## src/rtl/sint_ashr_arb_pkg.sv

```systemverilog
// Shared types and helpers for the signed arithmetic-shift-right arbiter.
//   out_state_e : occupancy of the output result buffer
//   ashr_s      : sign-filling shift on a 32-bit sign-extended operand; any shift
//                 amount >= width yields all bits equal to the operand sign bit.
package sint_ashr_arb_pkg;

    typedef enum logic [1:0] {
        OUT_EMPTY = 2'd0,
        OUT_ONE   = 2'd1,   // also the single FULL state of the 1-entry buffer
        OUT_TWO   = 2'd2
    } out_state_e;

    // i0_sext must already be sign-extended from the caller's width, so the low
    // 'width' bits of the result are the correctly filled shift of the operand.
    function automatic logic [31:0] ashr_s(input logic [31:0] i0_sext,
                                           input logic [31:0] i1,
                                           input int unsigned width);
        if (i1 >= width)
            ashr_s = {32{i0_sext[31]}};
        else
            ashr_s = $unsigned($signed(i0_sext) >>> i1[4:0]);
    endfunction

endpackage

```

## src/rtl/sint_ashr_arbiter_rr.sv

```systemverilog
// Round-robin arbiter with an internal priority pointer.
//   i_clk, i_rst : clock, synchronous active-high reset (pointer -> 0)
//   i_req        : request vector
//   i_advance    : a grant was taken this cycle; pointer moves past the winner
//   o_gnt        : one-hot candidate (zero when no request)
//   o_idx        : candidate index
//   o_found      : at least one request present
module rr_arbiter #(
    parameter int NUM_REQ = 4,
    localparam int ID_W   = $clog2(NUM_REQ)
) (
    input  logic               i_clk,
    input  logic               i_rst,
    input  logic [NUM_REQ-1:0] i_req,
    input  logic               i_advance,
    output logic [NUM_REQ-1:0] o_gnt,
    output logic [ID_W-1:0]    o_idx,
    output logic               o_found
);

    logic [ID_W-1:0] r_ptr;

    // Scan upward from the pointer, wrapping; first set request wins.
    always_comb begin
        o_found = 1'b0;
        o_idx   = '0;
        for (int k = 0; k < NUM_REQ; k++) begin
            if (!o_found && i_req[(int'(r_ptr) + k) % NUM_REQ]) begin
                o_found = 1'b1;
                o_idx   = ID_W'((int'(r_ptr) + k) % NUM_REQ);
            end
        end
        o_gnt = o_found ? (NUM_REQ'(1) << o_idx) : '0;
    end

    always_ff @(posedge i_clk) begin
        if (i_rst)
            r_ptr <= '0;
        else if (i_advance)
            r_ptr <= (int'(o_idx) == NUM_REQ - 1) ? '0 : o_idx + 1'b1;
    end

endmodule

```

## src/rtl/sint_ashr_arbiter.sv

```systemverilog
// Shares one signed arithmetic-shift-right unit between NUM_REQ requesters.
// Round-robin grant, valid/ready on both sides, 1-cycle registered result
// tagged with the requester index.
//   CLK, RESET          : clock, synchronous active-high reset
//   req_valid/req_ready : per-requester handshake (ready is one-hot or zero)
//   req_I0 / req_I1     : packed signed operand / unsigned shift amount, requester i at [i*WIDTH +: WIDTH]
//   resp_valid/ready    : result handshake
//   resp_O / resp_id    : shifted result and producing requester index
// Build option ASHR_ARB_SKID_EN: 2-entry output skid buffer with a registered
// accept (no resp_ready -> req_ready path). Undefined: 1-entry buffer where a
// draining result can be replaced in the same cycle.
module sint_ashr_arbiter
    import sint_ashr_arb_pkg::*;
#(
    parameter int WIDTH   = 3,
    parameter int NUM_REQ = 4,
    localparam int ID_W   = $clog2(NUM_REQ)
) (
    input  logic                     CLK,
    input  logic                     RESET,
    input  logic [NUM_REQ-1:0]       req_valid,
    output logic [NUM_REQ-1:0]       req_ready,
    input  logic [NUM_REQ*WIDTH-1:0] req_I0,
    input  logic [NUM_REQ*WIDTH-1:0] req_I1,
    output logic                     resp_valid,
    input  logic                     resp_ready,
    output logic [WIDTH-1:0]         resp_O,
    output logic [ID_W-1:0]          resp_id
);

    logic [NUM_REQ-1:0] w_gnt;
    logic [ID_W-1:0]    w_gnt_idx;
    logic               w_found;
    logic               w_accept;
    logic               w_xfer;
    logic [WIDTH-1:0]   w_i0;
    logic [WIDTH-1:0]   w_i1;
    logic [WIDTH-1:0]   w_shift;
    logic               w_ld_head;

    out_state_e         r_state;
    out_state_e         w_state_nx;
    logic [WIDTH-1:0]   r_o;
    logic [ID_W-1:0]    r_id;

`ifdef ASHR_ARB_SKID_EN
    logic               w_ld_tail;
    logic               w_pop_tail;
    logic [WIDTH-1:0]   r_o_tail;
    logic [ID_W-1:0]    r_id_tail;
`endif

    rr_arbiter #(.NUM_REQ(NUM_REQ)) u_rr (
        .i_clk     (CLK),
        .i_rst     (RESET),
        .i_req     (req_valid),
        .i_advance (w_xfer),
        .o_gnt     (w_gnt),
        .o_idx     (w_gnt_idx),
        .o_found   (w_found)
    );

`ifdef ASHR_ARB_SKID_EN
    assign w_accept = (r_state != OUT_TWO);
`else
    // Full throughput: a buffered result leaving this cycle frees the slot.
    assign w_accept = (r_state == OUT_EMPTY) | resp_ready;
`endif

    assign req_ready = w_gnt & {NUM_REQ{w_accept & ~RESET}};
    assign w_xfer    = w_found & w_accept & ~RESET;

    assign w_i0    = req_I0[int'(w_gnt_idx)*WIDTH +: WIDTH];
    assign w_i1    = req_I1[int'(w_gnt_idx)*WIDTH +: WIDTH];
    assign w_shift = WIDTH'(ashr_s(32'(signed'(w_i0)), 32'(w_i1), WIDTH));

    always_ff @(posedge CLK) begin
        if (RESET)
            r_state <= OUT_EMPTY;
        else
            r_state <= w_state_nx;
    end

    always_comb begin
        w_state_nx = r_state;
        w_ld_head  = 1'b0;
`ifdef ASHR_ARB_SKID_EN
        w_ld_tail  = 1'b0;
        w_pop_tail = 1'b0;
        case (r_state)
            OUT_EMPTY: begin
                if (w_xfer) begin
                    w_ld_head  = 1'b1;
                    w_state_nx = OUT_ONE;
                end
            end
            OUT_ONE: begin
                if (w_xfer && resp_ready) begin
                    w_ld_head = 1'b1;
                end else if (w_xfer) begin
                    w_ld_tail  = 1'b1;
                    w_state_nx = OUT_TWO;
                end else if (resp_ready) begin
                    w_state_nx = OUT_EMPTY;
                end
            end
            OUT_TWO: begin
                if (resp_ready) begin
                    w_pop_tail = 1'b1;
                    w_state_nx = OUT_ONE;
                end
            end
            default: w_state_nx = OUT_EMPTY;
        endcase
`else
        case (r_state)
            OUT_EMPTY: begin
                if (w_xfer) begin
                    w_ld_head  = 1'b1;
                    w_state_nx = OUT_ONE;
                end
            end
            OUT_ONE: begin
                if (w_xfer)
                    w_ld_head = 1'b1;
                else if (resp_ready)
                    w_state_nx = OUT_EMPTY;
            end
            default: w_state_nx = OUT_EMPTY;
        endcase
`endif
    end

    // Data registers only move on a load, so resp_O/resp_id hold while
    // stalled and keep the last value once the buffer empties.
    always_ff @(posedge CLK) begin
        if (RESET) begin
            r_o  <= '0;
            r_id <= '0;
`ifdef ASHR_ARB_SKID_EN
            r_o_tail  <= '0;
            r_id_tail <= '0;
`endif
        end else begin
            if (w_ld_head) begin
                r_o  <= w_shift;
                r_id <= w_gnt_idx;
            end
`ifdef ASHR_ARB_SKID_EN
            else if (w_pop_tail) begin
                r_o  <= r_o_tail;
                r_id <= r_id_tail;
            end
            if (w_ld_tail) begin
                r_o_tail  <= w_shift;
                r_id_tail <= w_gnt_idx;
            end
`endif
        end
    end

    assign resp_valid = (r_state != OUT_EMPTY);
    assign resp_O     = r_o;
    assign resp_id    = r_id;

endmodule

```

## config.mk

```make
export PLATFORM = sky130hd
export DESIGN_NAME = sint_ashr_arbiter
export DESIGN_NICKNAME = d
export VERILOG_FILES = /design/src/rtl/sint_ashr_arb_pkg.sv /design/src/rtl/sint_ashr_arbiter_rr.sv /design/src/rtl/sint_ashr_arbiter.sv
export SDC_FILE = /design/constraint.sdc
export NUM_CORES = 1
export LEC_CHECK = 0
export CAP_MARGIN = 15
export CORE_MARGIN = 2
export CORE_UTILIZATION = 38
export DETAILED_ROUTE_END_ITERATION = 16
export PLACE_DENSITY_LB_ADDON = 0.15
export SETUP_SLACK_MARGIN = 0.02
export SYNTH_ARGS = -nofsm -noshare
export SYNTH_HDL_FRONTEND = slang
export SYNTH_HIERARCHICAL = 1
export SYNTH_SLANG_ARGS = --single-unit
```

## constraint.sdc

```tcl
create_clock -name CLK -period 2.9 [get_ports CLK]
set_input_delay 0.29 -clock CLK [delete_from_list [all_inputs] [get_ports CLK]]
set_output_delay 0.29 -clock CLK [all_outputs]
set_load 0.01 [all_outputs]
```

Word-level counts from Yosys, hierarchy flattened:

Cells that the tools add are included.

* input bits: 31
* bits in registers: 9
* output and inout port bits: 10
* word-level logic and storage cells: 73

* add/sub/neg operators: 4
* multiply operators: 1
* bitwise gates (word level): 9
* $lt $le $gt $ge: 5
* shift-type cells: 4
* eq/ne operators: 5
* multiplexer cells: 28
* reduce and logical (&&, ||, !) cells: 13

Operators by type and width (number)
* $shiftx 12x5->3: 2
* $mux 2: 8
* $mux 1: 13
* $lt 3x4->1 const B: 3
* $bmux 1 s2: 4
* $reduce_or 2->1: 4
* $add 2x1->2 const B: 2
* $add 2x2->2 const B: 2
* $and 4x4->4: 1
* $eq 2x1->1 const B: 2
* $mul 2x2->4 const B: 1
* $mux 4: 1
* $ne 2x2->1 const B: 2
* $pmux 2 s2: 1
* $shl 1x2->4 const A: 1
* $and 1x1->1: 3
* $and 1x1->1 const A: 3
* $ge 3x2->1 const B: 1
* $logic_and 1x1->1: 3
* $logic_not 1->1: 3
* $lt 2x3->1 const B: 1
* $mux 3: 1
* $reduce_and 3->1: 1
* $sshr 3x3->3: 1
* other kinds (5): 5

Depth between registers and ports, before layout:

* word-level depth: 18
* mapped depth: 8
* gate-level depth less buffers: 7

Cells and area by module:

The synthesis kept the hierarchy.

By module, submodules not included
* sint_ashr_arbiter: cells an instance 51, seq. area each 120.1 µm², instances 1, area each 475.5 µm²
* rr_arbiter: cells an instance 33, seq. area each 40.0 µm², instances 1, area each 284.0 µm²

Least setup slack after synthesis:

OpenSTA, ideal clock, no wires.

* path kind: reg-to-reg
* start: register u_rr.r_ptr[0]
* end: register r_o[0], in the netlist resp_O[0]
* slack: 0.782 ns
* period minus slack after synthesis: 2.118 ns
* required time: 2.768 ns
* cell stages (with the launch flop): 9
* buffers on the path: 1
* arrival: 1.985 ns
* library setup time: 0.132 ns
* cells stage by stage: dfxtp_1 -> and2b_1 -> a2111oi_4 -> or2_1 -> buf_6 -> mux4_2 -> nand2b_1 -> o2111ai_1 -> o311ai_1

* longest elaborated chain between the ends: 16
* elaborated cells between the ends (all ways): 38
* those cells by class: add/sub: 3; mul: 1; order compare: 1; shift: 3; mux: 22; bitwise: 2; reduce/logical: 6

Ends and longest elaborated chain
* from (decl): RTL line sint_ashr_arbiter_rr.sv:21 `logic [ID_W-1:0] r_ptr;`
* from (signal assigned): RTL line sint_ashr_arbiter_rr.sv:40 `r_ptr <= (int'(o_idx) == NUM_REQ - 1) ? '0 : o_idx + 1'b1;`
* $add 2x1->2 or $bmux 1 s2 (tied branches): RTL line sint_ashr_arbiter_rr.sv:28, sint_ashr_arbiter_rr.sv:30
* $bmux 1 s2 or $mux 1 (tied branches): RTL line sint_ashr_arbiter_rr.sv:28 `if (!o_found && i_req[(int'(r_ptr) + k) % NUM_REQ]) begin`
* $mux 1 (not written as such): RTL line sint_ashr_arbiter_rr.sv:28
* $mux 1 (not written as such) or $logic_not 1->1 (tied branches): RTL line sint_ashr_arbiter_rr.sv:28
* $logic_and 1x1->1: RTL line sint_ashr_arbiter_rr.sv:28
* $mux 1: RTL line sint_ashr_arbiter_rr.sv:28
* $logic_not 1->1: RTL line sint_ashr_arbiter_rr.sv:28
* $logic_and 1x1->1: RTL line sint_ashr_arbiter_rr.sv:28
* $mux 1: RTL line sint_ashr_arbiter_rr.sv:28
* $logic_not 1->1: RTL line sint_ashr_arbiter_rr.sv:28
* $logic_and 1x1->1: RTL line sint_ashr_arbiter_rr.sv:28
* $mux 2 (*): RTL line sint_ashr_arbiter_rr.sv:28
* named net w_gnt_idx[0]: RTL line sint_ashr_arbiter.sv:32 `logic [ID_W-1:0] w_gnt_idx;`
* $mul 2x2->4 (*): RTL line sint_ashr_arbiter.sv:73, sint_ashr_arbiter.sv:74
* $shiftx 12x5->3 (on tied branches): RTL line sint_ashr_arbiter.sv:74, sint_ashr_arbiter.sv:73
* $ge 3x2->1 or $sshr 3x3->3 (tied branches): RTL line sint_ashr_arb_pkg.sv:18, sint_ashr_arb_pkg.sv:21
* $mux 3 (*): RTL line sint_ashr_arb_pkg.sv:18 `if (i1 >= width)`
* to (signal assigned): RTL line sint_ashr_arbiter.sv:146 `r_o <= w_shift;`
* to (decl): RTL line sint_ashr_arbiter.sv:43 `logic [WIDTH-1:0] r_o;`

Mark *: on every way through the listed nets, which the timed path passes. The rest lies on a longest branch. The select of a mux whose other input is x is not followed.
A chain may end at the register's enable or synchronous reset.

Final worst setup path:

* start: input req_valid[3]
* end: output req_ready[3]

* longest elaborated chain between the ends: 15
* elaborated cells between the ends (all ways): 28
* those cells by class: shift: 1; mux: 20; bitwise: 1; reduce/logical: 6

Ends and longest elaborated chain
* from (decl): RTL line sint_ashr_arbiter.sv:21 `input logic [NUM_REQ-1:0] req_valid,`
* $bmux 1 s2: RTL line sint_ashr_arbiter_rr.sv:28
* $mux 1 (not written as such): RTL line sint_ashr_arbiter_rr.sv:28
* $mux 1: RTL line sint_ashr_arbiter_rr.sv:28
* $logic_not 1->1: RTL line sint_ashr_arbiter_rr.sv:28
* $logic_and 1x1->1: RTL line sint_ashr_arbiter_rr.sv:28
* $mux 1: RTL line sint_ashr_arbiter_rr.sv:28
* $logic_not 1->1: RTL line sint_ashr_arbiter_rr.sv:28
* $logic_and 1x1->1: RTL line sint_ashr_arbiter_rr.sv:28
* $mux 1: RTL line sint_ashr_arbiter_rr.sv:28
* $logic_not 1->1: RTL line sint_ashr_arbiter_rr.sv:28
* $logic_and 1x1->1: RTL line sint_ashr_arbiter_rr.sv:28
* $mux 2: RTL line sint_ashr_arbiter_rr.sv:28
* $shl 1x2->4: RTL line sint_ashr_arbiter_rr.sv:33 `o_gnt = o_found ? (NUM_REQ'(1) << o_idx) : '0;`
* $mux 4 (*): RTL line sint_ashr_arbiter_rr.sv:33
* named net w_gnt[3]: RTL line sint_ashr_arbiter.sv:31 `logic [NUM_REQ-1:0] w_gnt;`
* $and 4x4->4 (*): RTL line sint_ashr_arbiter.sv:70 `assign req_ready = w_gnt & {NUM_REQ{w_accept & ~RESET}};`
* to (decl): RTL line sint_ashr_arbiter.sv:22 `output logic [NUM_REQ-1:0] req_ready,`

Marks and branches as above.

==> flow_summary.json <==
{
  "num_vias": 774,
  "route.met2.wl_um": 922,
  "worstPathRequired_ns": 2.61,
  "yosysWarnings": 6,
  "antenna_cells": 0,
  "dp_worst_setup_slack_ns": 0.0874,
  "synth_cells": 84,
  "power.leakage_nw": 0.479,
  "clk_pin_slew_worst_paths_ns": 0.05,
  "die_h_um": 48.7,
  "clock_skew_ns": 0.00286,
  "grt_start_max_net_pins": 16,
  "synth.distinct_cells": 34,
  "ys_top_cells_by_count": "11 x nor2_1, 8 x dfxtp_1, 6 x nand2_1, 5 x inv_1, 5 x nor2b_1",
  "setup_ws_ns": 0.187,
  "postRouteAntennaNets": 0,
  "fin_crit_sh_pct": 93.6,
  "startpoint_type": "primary input",
  "wl_per_cell_um": 11.0,
  "synth_nets": 119,
  "area_growth_pct": 61.6,
  "p_total_w": 0.000417,
  "yosysSeqAreaShare_pct": 21.1,
  "worstMarginPinSlew_ns": 0.453,
  "stdcell_area_mm2": 0.00123,
  "htree_levels": 1,
  "io_buffers": 40,
  "filler_cell_count": 181,
  "initial_core_util_pct": 39.5,
  "drt-total-wl_mm": 1.71,
  "clock_latency_ns": 0.25,
  "die_area_mm2": 0.00237,
  "top_layer_used": "met3",
  "fp.dieW_um": 48.7,
  "cp.arrival_ns": 2.42,
  "status": "completed",
  "synthArstFlopShare_pct": 0,
  "drt-initial-drc-count": 7,
  "max_freq_mhz": 369,
  "antenna_found_initial": 0,
  "cts_tree": "done",
  "maxCapViolCount": 0,
  "setup_tns_ns": 0,
  "cts_sinks": 8,
  "firstDrtPassIters": 4,
  "yosysMostFrequentCell": "nor2_1",
  "slowest_delay_ns": 0.59,
  "holdWs_ns": 0.461,
  "grtUsageTotal_pct": 16.5,
  "critical_path_class": "primary input to primary output",
  "ir_drop_uv": 179,
  "cts.path.max_buffers": 2,
  "rsz0062_at_grt": "false",
  "cts_hold_buf": 0,
  "cpLargestDelayFamily": "buffers and inverters",
  "drive_gt1_share_pct": 14.1,
  "ios": 41,
  "crit_fanout": 6,
  "cp_common_cell": "clkdlybuf4s50_1",
  "maxSlewViolCount": 0,
  "syn_area_um2": 759,
  "syn_avg_cell_area_um2": 9.04,
  "grt_pass1_wl_mm": 3.06,
  "cts_buffers": 3,
  "setup-violations-final": 0,
  "synth_top_cell_by_area": "dfxtp_1",
  "wl_met1_um": 665,
  "path_buf_inv": 2,
  "rows": 16,
  "synth_edf_count": 0,
  "place_hpwl_mm": 1.45,
  "gp_congestion": 0.709,
  "slew_headroom_pct": 69.5,
  "synth.area.top_cells": "dfxtp_1 21%, mux4_1 10%, mux4_2 8.9%",
  "nets": 165,
  "via_per_inst": 4.99,
  "yosys_register_bits": 8,
  "netlist.area_leader.share_pct": 21.1,
  "gr-total-overflow": 0,
  "slowest_stage": "clkdlybuf4s50_1",
  "finalCriticalPeriod_ns": 2.71,
  "drc": 0,
  "grt_pass1_vias": 785,
  "coreArea_mm2": 0.00192,
  "hold_viol": 0,
  "dpl_cell_area_mm2": 0.00120,
  "endpoint_kind": "primary output",
  "cp_cell_sequence": "clkdlybuf4s50_1 > nor2_1 > a2111oi_4 > or2_1 > ha_1 > nor2b_1 > and2_1 > clkdlybuf4s50_1",
  "cts_root_buf": "clkbuf_4",
  "power_per_cell_area_mw_per_mm2": 340,
  "met3_length_um": 124,
  "synth_ff_type": "dfxtp_1",
  "hp-class": "flip-flop to flip-flop"
}
power by group:
group | internal, W | switching, W | total (W)
logic | 0.000122 | 0.0000767 | 0.000199
registers | 0.000125 | 0.0000105 | 0.000135
clock network | 0.0000472 | 0.0000355 | 0.0000827
stage by stage:
step           util, %  cells
6_report          63.9    155
5_1_grt           63.9    155
4_1_cts           63.7    155
3_5_place_dp      62.6    152
3_3_place_gp      62.6    152
2_1_floorplan        -     84
flip-flops by register name, indices dropped and copies added, names as in the netlist:
register	cells
u_rr/r_ptr	2
r_state	1
resp_id	2
resp_O	3
cells by family after synthesis:
kind of cell | after synthesis | share of synthesized area [%]
AOI/OAI and AO/OA | 17 | 18.5
adders and majority gates | 4 | 6.59
buffers and inverters | 9 | 5.77
DFF | 8 | 21.1
muxes | 6 | 19.3
and+or+nand+nor | 40 | 28.8
per-layer routing:
| metal | global-route usage [%] | up-vias |
|---|---|---|
| li1 | - | 392 |
| met1 | 15.1 | 353 |
| met2 | 31.1 | 29 |
| met3 | 5.56 | 0 |
| met4 | 9.52 | 0 |
| met5 | 0 | - |
timing repair:
action,in CTS,in global routing
resized for setup,0,1
buffers inserted,0,0
setup endpoints to repair,0,1
worst register-to-register path: stages, from the launching register on:
cell and delay, ns:
dfxtp_1 0.36, and2b_1 0.23, a2111oi_4 0.40, or2_1 0.33
mux4_2 0.58, o2111ai_1 0.25, o311ai_1 0.13
cell usage in the layout, fill, tap and decap left out:
cell type	Yosys	final
a2111oi_4	1	1
a211oi_1	1	1
a21oi_1	2	2
a221oi_2	1	1
a31oi_1	1	1
and2_1	4	4
and2b_1	1	1
buf_4	0	4
clkbuf_4	0	3
clkdlybuf4s50_1	0	39
dfxtp_1	8	8
dlymetal6s2s_1	0	1
ha_1	4	4
inv_1	5	5
inv_2	1	1
mux4_1	3	3
mux4_2	3	3
nand2_1	6	6
nand2b_1	2	2
nand3_1	1	1
nand3b_1	1	1
nor2_1	11	11
nor2b_1	5	5
nor3b_1	1	1
nor4_2	1	1
o2111ai_1	1	1
o21a_1	1	1
o21ai_0	4	4
o21ai_1	1	1
o22a_1	1	1
o22ai_1	1	1
o311ai_1	1	1
o32ai_1	1	1
or2_1	2	2
or2_2	4	4
or3b_1	1	1
cell type report:
cell class / count / area [um^2] / area share [%]
clock buffer: 3 / 22.5 / 1.83
sequential: 8 / 160 / 13.0
tap: 27 / 33.8 / 2.75
inverter: 6 / 22.5 / 1.83
multi-input combinational: 67 / 556 / 45.3
timing repair buffer: 44 / 433 / 35.3
worst paths after layout:
kind / startpoint / to / slack [ns] / cells after the start
hold / removal: resp_id[1] / resp_id[1] / 0.46 / 2
hold reg to reg: resp_id[1] / resp_id[1] / 0.46 / 2
setup reg to reg: u_rr/r_ptr[0] / resp_O[0] / 0.48 / 6
setup / recovery: req_valid[3] / req_ready[3] / 0.19 / 8
(Power assumes the default switching activity.)
